<file path="src/rtl/systolic_writeback_pkg.sv">
// tpu_pkg: shared writeback state type and default datapath widths for the systolic array.
package tpu_pkg;
    localparam int TPU_DATA_W     = 16;
    localparam int TPU_ACC_W      = 32;
    localparam int TPU_ARRAY_SIZE = 8;
    typedef enum logic [1:0] {IDLE, COLLECT, DRAIN, DONE} wb_state_t;
endpackage

</file>
<file path="src/rtl/systolic_writeback_sat_lane.sv">
// wb_sat_lane: round-half-up, arithmetic shift and saturate one accumulator lane to DATA_W.
module wb_sat_lane import tpu_pkg::*; #(
    parameter int DATA_W = TPU_DATA_W,
    parameter int ACC_W  = TPU_ACC_W,
    parameter int SHIFT  = 0
) (
    input  logic [ACC_W-1:0]  acc,
    output logic [DATA_W-1:0] q,
    output logic              sat
);
    localparam logic signed [ACC_W:0] RND  = ({{ACC_W{1'b0}}, 1'b1} << SHIFT) >> 1;
    localparam logic signed [ACC_W:0] MAXV = {{(ACC_W-DATA_W+2){1'b0}}, {(DATA_W-1){1'b1}}};
    localparam logic signed [ACC_W:0] MINV = {{(ACC_W-DATA_W+2){1'b1}}, {(DATA_W-1){1'b0}}};
    logic signed [ACC_W:0] t, s;
    logic hi, lo;
    // One guard bit keeps the rounding add from overflowing.
    assign t   = $signed({acc[ACC_W-1], acc}) + RND;
    assign s   = t >>> SHIFT;
    assign hi  = s > MAXV;
    assign lo  = s < MINV;
    assign sat = hi || lo;
    assign q   = hi ? MAXV[DATA_W-1:0] : lo ? MINV[DATA_W-1:0] : s[DATA_W-1:0];
endmodule

</file>
<file path="src/rtl/systolic_writeback.sv">
// systolic_writeback: quantise accumulator rows, buffer them and write one packed word per row to output SRAM.
module systolic_writeback import tpu_pkg::*; #(
    parameter int DATA_W     = TPU_DATA_W,
    parameter int ARRAY_SIZE = TPU_ARRAY_SIZE,
    parameter int ACC_W      = TPU_ACC_W,
    parameter int ADDR_W     = 10,
    parameter int SHIFT      = 0,
    parameter int FIFO_DEPTH = 4
) (
    input  logic                         clk,
    input  logic                         rst,
    input  logic                         wb_start,
    input  logic [ADDR_W-1:0]            base_addr,
    input  logic                         row_valid,
    input  logic [ARRAY_SIZE*ACC_W-1:0]  row_data,
    output logic                         row_ready,
    output logic                         sram_we,
    output logic [ADDR_W-1:0]            sram_addr,
    output logic [ARRAY_SIZE*DATA_W-1:0] sram_wdata,
    input  logic                         sram_ready,
    output logic                         wb_busy,
    output logic                         wb_done,
    output logic                         sat_flag
);
    localparam int PW = $clog2(FIFO_DEPTH) + 1;
    localparam int CW = $clog2(ARRAY_SIZE + 1);
    localparam int WW = ARRAY_SIZE * DATA_W;

    wb_state_t         state_q;
    logic [ADDR_W-1:0] base_q;
    logic [CW-1:0]     rows_in_q, rows_out_q, rows_in_d, rows_out_d;
    logic [PW-1:0]     wr_q, rd_q;
    logic [WW-1:0]     mem_q [FIFO_DEPTH];
    logic              sat_q;
    logic [WW-1:0]     qword;
    logic [ARRAY_SIZE-1:0] lane_sat;
    logic              full, empty, push, pop;

    for (genvar i = 0; i < ARRAY_SIZE; i++) begin : g_lane
        wb_sat_lane #(.DATA_W(DATA_W), .ACC_W(ACC_W), .SHIFT(SHIFT)) u_lane (
            .acc (row_data[i*ACC_W +: ACC_W]),
            .q   (qword[i*DATA_W +: DATA_W]),
            .sat (lane_sat[i])
        );
    end

    assign empty      = wr_q == rd_q;
    assign full       = (wr_q[PW-1] != rd_q[PW-1]) && (wr_q[PW-2:0] == rd_q[PW-2:0]);
    assign row_ready  = (state_q == COLLECT) && !full && (rows_in_q < CW'(ARRAY_SIZE));
    assign push       = row_valid && row_ready;
    assign sram_we    = !empty;
    assign pop        = sram_we && sram_ready;
    assign rows_in_d  = rows_in_q + CW'(push);
    assign rows_out_d = rows_out_q + CW'(pop);
    assign sram_addr  = base_q + ADDR_W'(rows_out_q);
    assign sram_wdata = empty ? '0 : mem_q[rd_q[PW-2:0]];
    assign wb_busy    = (state_q == COLLECT) || (state_q == DRAIN);
    assign wb_done    = state_q == DONE;
    assign sat_flag   = sat_q;

    always_ff @(posedge clk)
        if (push) mem_q[wr_q[PW-2:0]] <= qword;

    always_ff @(posedge clk or posedge rst)
        if (rst) begin
            state_q    <= IDLE;
            base_q     <= '0;
            rows_in_q  <= '0;
            rows_out_q <= '0;
            wr_q       <= '0;
            rd_q       <= '0;
            sat_q      <= 1'b0;
        end else begin
            wr_q       <= wr_q + PW'(push);
            rd_q       <= rd_q + PW'(pop);
            rows_in_q  <= rows_in_d;
            rows_out_q <= rows_out_d;
            if (push && |lane_sat) sat_q <= 1'b1;
            case (state_q)
                IDLE:
                    if (wb_start) begin
                        base_q     <= base_addr;
                        rows_in_q  <= '0;
                        rows_out_q <= '0;
                        sat_q      <= 1'b0;
                        state_q    <= COLLECT;
                    end
                COLLECT: if (rows_in_d == CW'(ARRAY_SIZE)) state_q <= DRAIN;
                DRAIN:   if (rows_out_q == CW'(ARRAY_SIZE)) state_q <= DONE;
                DONE:    state_q <= IDLE;
            endcase
        end
endmodule

</file>
<file path="config.mk">
export PLATFORM = sky130hd
export DESIGN_NAME = systolic_writeback
export DESIGN_NICKNAME = d
export VERILOG_FILES = /design/src/rtl/systolic_writeback_pkg.sv /design/src/rtl/systolic_writeback_sat_lane.sv /design/src/rtl/systolic_writeback.sv
export SDC_FILE = /design/constraint.sdc
export NUM_CORES = 1
export LEC_CHECK = 0
export CORE_ASPECT_RATIO = 0.5
export CORE_MARGIN = 5
export CORE_UTILIZATION = 50
export CTS_CLUSTER_DIAMETER = 50
export CTS_CLUSTER_SIZE = 14
export DETAILED_ROUTE_END_ITERATION = 6
export PLACE_DENSITY = 0.77
export RECOVER_POWER = 50
export SYNTH_ARGS = -nofsm -noshare
export SYNTH_HDL_FRONTEND = slang
export SYNTH_SLANG_ARGS = --single-unit
</file>
<file path="constraint.sdc">
create_clock -name clk -period 14.2 [get_ports clk]
set_clock_uncertainty 0.15 [all_clocks]
set_input_delay 2.84 -clock clk [delete_from_list [all_inputs] [get_ports clk]]
set_output_delay 2.84 -clock clk [all_outputs]
set_load 0.01 [all_outputs]
</file>
==> results.cfg, run 1 <==
[critical_path]
cp_max_fo = 71
path_delay_family = flip-flops
worstPathRequired_ns = 11.21
worst-path-buf-inv = 3
crit_cells = 6
start_kind = register
end_kind = output pin
crit_top_cell = buf_4
slowest_delay_ns = 2.33
crit_path_cell_trace = xor2_1 -> nor3_2 -> buf_4 -> buf_4 -> nor2b_1 -> clkdlybuf4s50_1
path_class = register to output pin
worst_path_max_delay_cell = dfrtp_1
cp_data_arrival_time_ns = 5.64
r2r_cells = 8

[timing]
timing.final.crit_share_pct = 60.76
hold_viol_final = 0
finalSetupViolCount = 0
min_period_ns = 8.628
rsz0062_at_grt = false
relSlewSlack_pct = -168.4
finalSetupTns_ns = 0
clock.fmax_mhz = 115.9
slew_violations = 215
tightest_slew_ns = 4.026

[min_path]
worst_hold_path_type = register to register
holdPathStages = 2

[layout]
syn2layout_area_growth_pct = 27.46
nets = 1888
layoutNonFillerInstCount = 2211
fillers = 2885
drive_above_1_share_pct = 13.88

[placed_design]
hpwl_um = 36180
gp_congestion = 0.8415
dp_cells = 2140
io_buffer_count = 413

[logic_synthesis]
synth_common_cells = 512 x edfxtp_1, 131 x nor2b_1, 128 x mux4_2, 120 x o21a_1, 52 x clkbuf_1
yosysTopAreaCell = edfxtp_1
synth.net_count = 1469
yosysUniqueCellTypes = 37
seq_area_frac_synth_pct = 71.89
syn_area_sq_um = 22330
synthArstFlopShare_pct = 5.009
syn_area_per_cell_sq_um = 18.92
yosys-top-cells-area = edfxtp_1 69%, mux4_2 13%, o21a_1 4.0%
yosys.cell_count.top_type = edfxtp_1
ys_warn_count = 0
synth_edf_count = 512
synth_seq_cells = 539
ys.flop_type = edfxtp_1
synth_cells = 1180
synth.top_cell.area_share_pct = 68.86

[pwr]
fin_total_pwr_mw = 5.474
power_leakage_nw = 9.240
p_per_area_nw_per_um2 = 192.3
vdd_drop_max_mv = 0.1109

[clock_tree]
insertion_delay_ns = 0.56
cts_tree = built
cts_resized = 0
cts_root_buf = clkbuf_16
post_cts_buffers = 0
cts-hold-fix-buffers = 0
clock_sinks = 539
htree_num_levels = 2
clk_pin_slew_ns = 0.07
numCtsBuffers = 45
clk_path_buf_depth = 3

[drt]
drt-initial-drc-count = 1239
dr.pass1.iters = 7
vias = 12870
wl_per_cell_um = 24.80
totalWireLength_um = 54840
ant_nets = 0
drc_errors = 0
routed_via_density = 5.821

[run_status]
outcome = complete, but fails checks
violations = capacitance limit, slew limit

[flow_run]
drv_cap = 5

[grt]
grt_usage_pct = 21.87
first_global_vias = 13660
antenna_found_initial = 9
grt_max_degree = 72
grt_pass1_wl_um = 83170
grt-ovfl-total = 0

[floorplan]
start_util_pct = 50.92
rows = 54
coreArea_sq_um = 43850
die_x_um = 308.9
die_h_um = 159.4
ioPinCount = 414
dieArea_sq_um = 49240
## worst min-delay path, stage by stage (launching register included)
cell and delay [ns]:
dfrtp_1 0.34, nand2_1 0.05, o21ai_0 0.06
## through the flow
stage	setup slack [ns]	util [%]	hold slack [ns]	cell area, sq um
3_3_place_gp	7.658	62.17	0.3210	27260
6_report	5.572	64.90	0.3378	28460
5_1_grt	4.832	64.90	0.3568	28460
2_1_floorplan	0.7997	-	0.3104	22330
3_5_place_dp	7.510	62.17	0.3315	27260
4_1_cts	6.897	65.01	0.3460	28510
## routing by layer
layer	track usage (%)	routed length (um)	vias up
met4	7.394	1856	0
met2	39.89	30290	411
li1	-	-	5626
met5	0	0	-
met3	3.017	2324	124
met1	27.09	20370	6710
## layout make-up
| class | count | area [sq um] | share of cell area (%) |
|---|---|---|---|
| Sequential cell | 539 | 16050 | 56.41 |
| Antenna cell | 9 | 22.52 | 0.07913 |
| Tap cell | 588 | 735.7 | 2.585 |
| Multi-Input combinational cell | 557 | 6028 | 21.18 |
| Clock buffer | 56 | 1210 | 4.251 |
| Inverter | 15 | 56.30 | 0.1978 |
| Clock inverter | 6 | 38.79 | 0.1363 |
| Timing Repair Buffer | 441 | 4314 | 15.16 |
## state kept, by name (all words and copies together), names as in the netlist
signal and cells:
base_q 10, wr_q 3, rd_q 3, state_q 2
mem_q 512, sat_flag 1, rows_in_q 4, rows_out_q 4
## worst paths after layout
check / slack [ns] / end / startpoint
setup / recovery: 5.57 / sram_wdata[37] / rd_q[0]
hold reg to reg: 0.34 / sat_flag / sat_flag
hold / removal: 0.34 / sat_flag / sat_flag
min in group asynchronous: 2.85 / base_q[8] / rst
max in group asynchronous: 10.26 / rd_q[1] / rst
setup reg to reg: 5.90 / mem_q[1][80] / rd_q[0]
## logic make-up (layout without fill, tap and decap cells)
logic type | count (synthesis) | count (layout) | share of synthesized area (%)
simple gates | 232 | 232 | 6.383
buf+inv | 84 | 518 | 1.485
compound gates | 150 | 150 | 5.027
fa+ha+maj | 18 | 18 | 1.042
xor+xnor | 17 | 17 | 0.6668
mux | 140 | 140 | 13.51
other cells | 0 | 9 | 0
flops | 539 | 539 | 71.89
## placed cells by master, fill, tap and decap left out, types with 3 or more instances in the layout
cell type / Yosys / layout
nand3_1: 3 / 4
edfxtp_1: 512 / 512
and2_1: 5 / 3
nand2_1: 8 / 8
o21ai_0: 4 / 4
a21oi_1: 7 / 7
a41oi_1: 8 / 5
diode_2: 0 / 9
clkdlybuf4s50_1: 0 / 395
ha_1: 17 / 17
dlygate4sd3_1: 0 / 18
mux2_2: 10 / 10
dfrtp_1: 27 / 26
nor2b_1: 131 / 131
a41oi_2: 0 / 3
xor2_1: 10 / 10
nor4_1: 33 / 33
o21a_1: 120 / 120
o41ai_2: 0 / 7
clkbuf_1: 52 / 17
xnor2_1: 7 / 7
nor2_1: 7 / 6
buf_4: 0 / 20
nand4_1: 34 / 34
inv_1: 15 / 15
mux4_2: 128 / 128
clkbuf_16: 0 / 47
## power by group
part	total (mW)	switching [mW]	internal [mW]
registers	2.06	0.113	1.94
logic	2.30	1.05	1.25
clock network	1.12	0.521	0.596
total	5.47	1.69	3.79
(Power assumes the default switching activity.)
==> run 2: changes to the inputs <==
- clock period: 14.2 -> 8.9 ns (I/O delays scaled with it)
==> run 2 against run 1 <==
Effect of this change:
- the run still ends with capacitance limit, slew limit left
- sequential power grew 60%
- sequential share of layout area grew 0.058 points
- critical path depth is the same
- sequential cell count is the same
- wire length shrank 0.72%
- critical endpoint is now sram_wdata[22]
==> results.cfg, run 2 (synthesis results as in run 1) <==
[run_status]
outcome = complete, but fails checks
violations = capacitance limit, slew limit

[min_path]
worst_hold_path_type = register to register

[clock_tree]
numCtsBuffers = 45
insertion_delay_ns = 0.55
cts_tree = built
post_cts_buffers = 0
cts_resized = 0
clock_sinks = 539
cts_root_buf = clkbuf_16
htree_num_levels = 2
cts-hold-fix-buffers = 0
clk_pin_slew_ns = 0.07
clk_path_buf_depth = 3

[critical_path]
cp_max_fo = 67
slowest_delay_ns = 1.05
crit_path_cell_trace = xor2_1 -> nor3_2 -> buf_4 -> buf_4 -> nor2b_1 -> clkdlybuf4s50_1
start_kind = register
worst_path_max_delay_cell = dfrtp_4
path_class = register to output pin
r2r_slack_ns = 3.14
worstPathRequired_ns = 6.97
cp_data_arrival_time_ns = 4.13
crit_top_cell = buf_4
end_kind = output pin

[grt]
first_global_vias = 13780
grt_usage_pct = 21.77
antenna_found_initial = 9
grt_pass1_wl_um = 82860
grt-ovfl-total = 0
grt_max_degree = 129

[layout]
multi_input_area_sq_um = 6010
fillers = 2916
largest_reg_flops = 512
layoutNonFillerInstCount = 2208
nets = 1883
most-common-layout-cells = 512 x edfxtp_1, 393 x clkdlybuf4s50_1, 131 x nor2b_1
drive_above_1_share_pct = 13.59
seq_area_sq_um = 16060
syn2layout_area_growth_pct = 27.36
final_common_cell = edfxtp_1

[drt]
totalWireLength_um = 54450
dr.pass1.iters = 5
vias = 12720
drt-initial-drc-count = 975
ant_nets = 0
drc_errors = 0
routed_via_density = 5.763
wl_per_cell_um = 24.66

[timing]
relSlewSlack_pct = -153.6
tightest_slew_ns = 3.804
clock.fmax_mhz = 165.1
hold_viol_final = 0
finalSetupTns_ns = 0
min_period_ns = 6.056
timing.final.crit_share_pct = 68.05
slew_violations = 220
rsz0062_at_grt = false
finalSetupViolCount = 0

[placed_design]
gp_congestion = 0.7951
hpwl_um = 35370
dp_cells = 2135
io_buffer_count = 413

[floorplan]
ioPinCount = 414
die_x_um = 308.9
start_util_pct = 50.92
dieArea_sq_um = 49240
rows = 54
coreArea_sq_um = 43850
die_h_um = 159.4

[pwr]
vdd_drop_max_mv = 0.3145
p_per_area_nw_per_um2 = 306.8
power_leakage_nw = 9.230
fin_total_pwr_mw = 8.725

[flow_run]
drv_cap = 5
-- run 2: per-layer routing --
metal | vias up | global-route usage [%] | wire, um
li1 | 5611 | - | -
met1 | 6647 | 25.97 | 20020
met2 | 361 | 41.01 | 30780
met3 | 105 | 2.871 | 1969
met4 | 0 | 7.149 | 1679
met5 | - | 0 | 0
-- run 2: worst max-delay path: cells and delay by family (launching register included) --
family / cells / cell delay (ns)
buffers and inverters: 3 / 1.85
flip-flops: 1 / 1.05
AND/OR/NAND/NOR: 2 / 0.39
XOR/XNOR: 1 / 0.22
-- run 2: final cells by class --
cell class	instances	share of cell area, %
tap	588	2.587
sequential	539	56.47
multi-input combinational	557	21.13
inverter	15	0.1980
clock buffer	58	4.131
antenna	9	0.07920
timing repair buffer	436	15.16
clock inverter	6	0.2464
-- run 2: final timing paths --
kind	start	endpoint	depth (start not counted)
setup / recovery	rd_q[1]	sram_wdata[22]	6
hold / removal	rd_q[2]	rd_q[2]	1
setup reg to reg	rd_q[1]	mem_q[2][94]	7
hold reg to reg	rd_q[2]	rd_q[2]	1
max in group asynchronous	rst	rd_q[1]	2
min in group asynchronous	rst	wr_q[1]	2
-- run 2: metrics by stage --
stage	hold slack (ns)	setup WS, ns	util [%]	cell area (sq um)
final	0.3475	2.844	64.85	28440
after global routing	0.3702	2.581	64.85	28440
after CTS	0.3467	2.718	65.02	28510
after detailed placement	0.3375	3.313	62.18	27270
after global placement	0.3123	3.448	62.18	27270
after floorplan	0.3104	0.6619	-	22330
-- run 2: where the power goes --
part	total, mW	internal (mW)	switching, mW
combinational	3.64	1.98	1.66
sequential	3.30	3.10	0.200
clock	1.78	0.952	0.829
total	8.73	6.04	2.69
==> run 3: changes to the inputs <==
- CORE_UTILIZATION: 50 -> 47
- PLACE_DENSITY: 0.77 -> 0.76
- clock period: 8.9 -> 5.2 ns (I/O delays scaled with it)
==> run 3 against run 2 <==
Effect of this change:
- the run still ends with capacitance limit, slew limit left
- critical path depth is 1 higher
- sequential power is 68% higher
- design area rose by 1.0%
- hold slack worse by 0.0052 ns
- final cell count rose by 2.9%
- sequential cell count is the same
- utilization fell by 3.6 points
- combinational power is 77% higher
- die area increased by 6.1%
- count of clock-buffer cells in the layout did not move
- highest routed layer unchanged
- largest power group unchanged
- non-clock buffer count up 11
- total power is 73% higher
==> results.cfg, run 3 (synthesis results as in run 1) <==
[run_status]
outcome = complete, but fails checks
violations = capacitance limit, slew limit

[grt]
grt-ovfl-total = 0
first_global_vias = 13950
grt_max_degree = 130
met1_usage_pct = 23.97
use_met3_pct = 3.078
antenna_found_initial = 9
grt_util_met2_pct = 39.01
grt_busiest_layer = met2
grt_usage_pct = 20.72
grt_pass1_wl_um = 83570

[layout]
syn2layout_area_growth_pct = 28.65
drive_above_1_share_pct = 13.91
final_common_cell = edfxtp_1
most-common-layout-cells = 512 x edfxtp_1, 391 x clkdlybuf4s50_1, 131 x nor2b_1
nets = 1894
largest_reg_flops = 512
fillers = 3260

[critical_path]
start_kind = register
crit_path_cell_trace = xor2_1 -> nor2_1 -> a21oi_1 -> and2_0 -> nand2_1 -> nor2_1 -> buf_4
end_kind = register
path_class = register to register
crit_top_cell = nor2_1
cp_max_fo = 25
slowest_delay_ns = 1.66
worst_path_max_delay_cell = nor2_1
worstPathRequired_ns = 5.29
cp_data_arrival_time_ns = 4.63

[pwr]
internal_power_mw = 10.41
p_switching_mw = 4.667
p_per_area_nw_per_um2 = 524.8
vdd_drop_max_mv = 0.4416
switching_share_pct = 30.96
p_clk_share_pct = 20.5
power_leakage_nw = 9.314
p_comb_share_pct = 42.9
seqPwrFrac_pct = 36.7

[timing]
min_period_ns = 4.536
worst_hold_slack_ns = 0.3423
finalSetupViolCount = 0
relSlewSlack_pct = -50.84
rsz0062_at_grt = false
timing.final.crit_share_pct = 87.22
clock.fmax_mhz = 220.5
tightest_slew_ns = 2.254
hold_viol_final = 0
slew_violations = 142
finalSetupTns_ns = 0

[clock_tree]
cts_root_buf = clkbuf_16
cts_tree = built
cts-hold-fix-buffers = 0
clk_pin_slew_ns = 0.06
clock_sinks = 539
insertion_delay_ns = 0.56
clk_path_buf_depth = 3
htree_num_levels = 2
numCtsBuffers = 45
cts_resized = 0
post_cts_buffers = 0

[placed_design]
hpwl_um = 37130
io_buffer_count = 413
gp_congestion = 0.8821

[floorplan]
ioPinCount = 414
rows = 56
dieArea_sq_um = 52230
die_h_um = 164.1
coreArea_sq_um = 46880
start_util_pct = 47.63
die_x_um = 318.2

[drt]
totalWireLength_um = 55770
drt-initial-drc-count = 1035
ant_nets = 0
wl_per_cell_um = 24.55
routed_via_density = 5.680
dr.pass1.iters = 6
vias = 12910
drc_errors = 0

[min_path]
worst_hold_path_type = register to register

[flow_run]
drv_cap = 2
-- run 3: path summary, 6_finish.rpt --
check / startpoint / end / slack, ns / cells past startpoint
max: rd_q[0] / mem_q[2][38] / 0.66 / 7
max reg2reg: rd_q[0] / mem_q[2][38] / 0.66 / 7
max in group asynchronous: rst / rd_q[0] / 3.00 / 2
min in group asynchronous: rst / base_q[5] / 1.07 / 2
min: rd_q[2] / rd_q[2] / 0.34 / 1
min reg2reg: rd_q[2] / rd_q[2] / 0.34 / 1
-- run 3: power groups by stage --
stage / clock network (mW) / logic [mW] / registers [mW]
global route: 3.35 / 6.83 / 5.58
detailed placement: 0 / 6.56 / 5.63
finish: 3.08 / 6.46 / 5.53
global placement: 0 / 6.50 / 5.59
CTS: 3.15 / 6.59 / 5.54
floorplan: 0 / 3.34 / 5.54
-- run 3: layout make-up --
| type | instances | area, sq um | area share [%] |
|---|---|---|---|
| flip-flops and latches | 539 | 16060 | 55.90 |
| multi-input cells | 557 | 5996 | 20.87 |
| repair buffers | 447 | 4522 | 15.74 |
| clock buffers | 58 | 1175 | 4.090 |
| well taps | 638 | 798.3 | 2.779 |
| clock inverters | 9 | 96.34 | 0.3354 |
| inverters | 15 | 56.30 | 0.1960 |
| diodes | 9 | 22.52 | 0.07841 |
-- run 3: critical path, delay by kind of cell (launching register included) --
family | cells | cell delay, ns
compound gates | 1 | 0.24
flops | 1 | 0.78
buf+inv | 1 | 0.50
simple gates | 4 | 2.26
xor+xnor | 1 | 0.26
-- run 3: layer usage --
layer	routed length, um	vias to the layer above
li1	-	5647
met1	20100	6721
met2	31170	419
met3	2365	119
met4	2129	0
met5	0	-
-- run 3: stage by stage --
stage	instances	total power [mW]	instance area [sq um]	utilization [%]	setup slack, ns
2_1_floorplan	1180	8.875	22350	-	-0.08532
3_3_place_gp	2196	12.09	27540	58.76	1.253
3_5_place_dp	2196	12.19	27540	58.76	1.172
4_1_cts	2263	15.28	28810	61.47	0.5985
5_1_grt	2272	15.77	28720	61.28	0.3837
6_report	2272	15.07	28720	61.28	0.6644
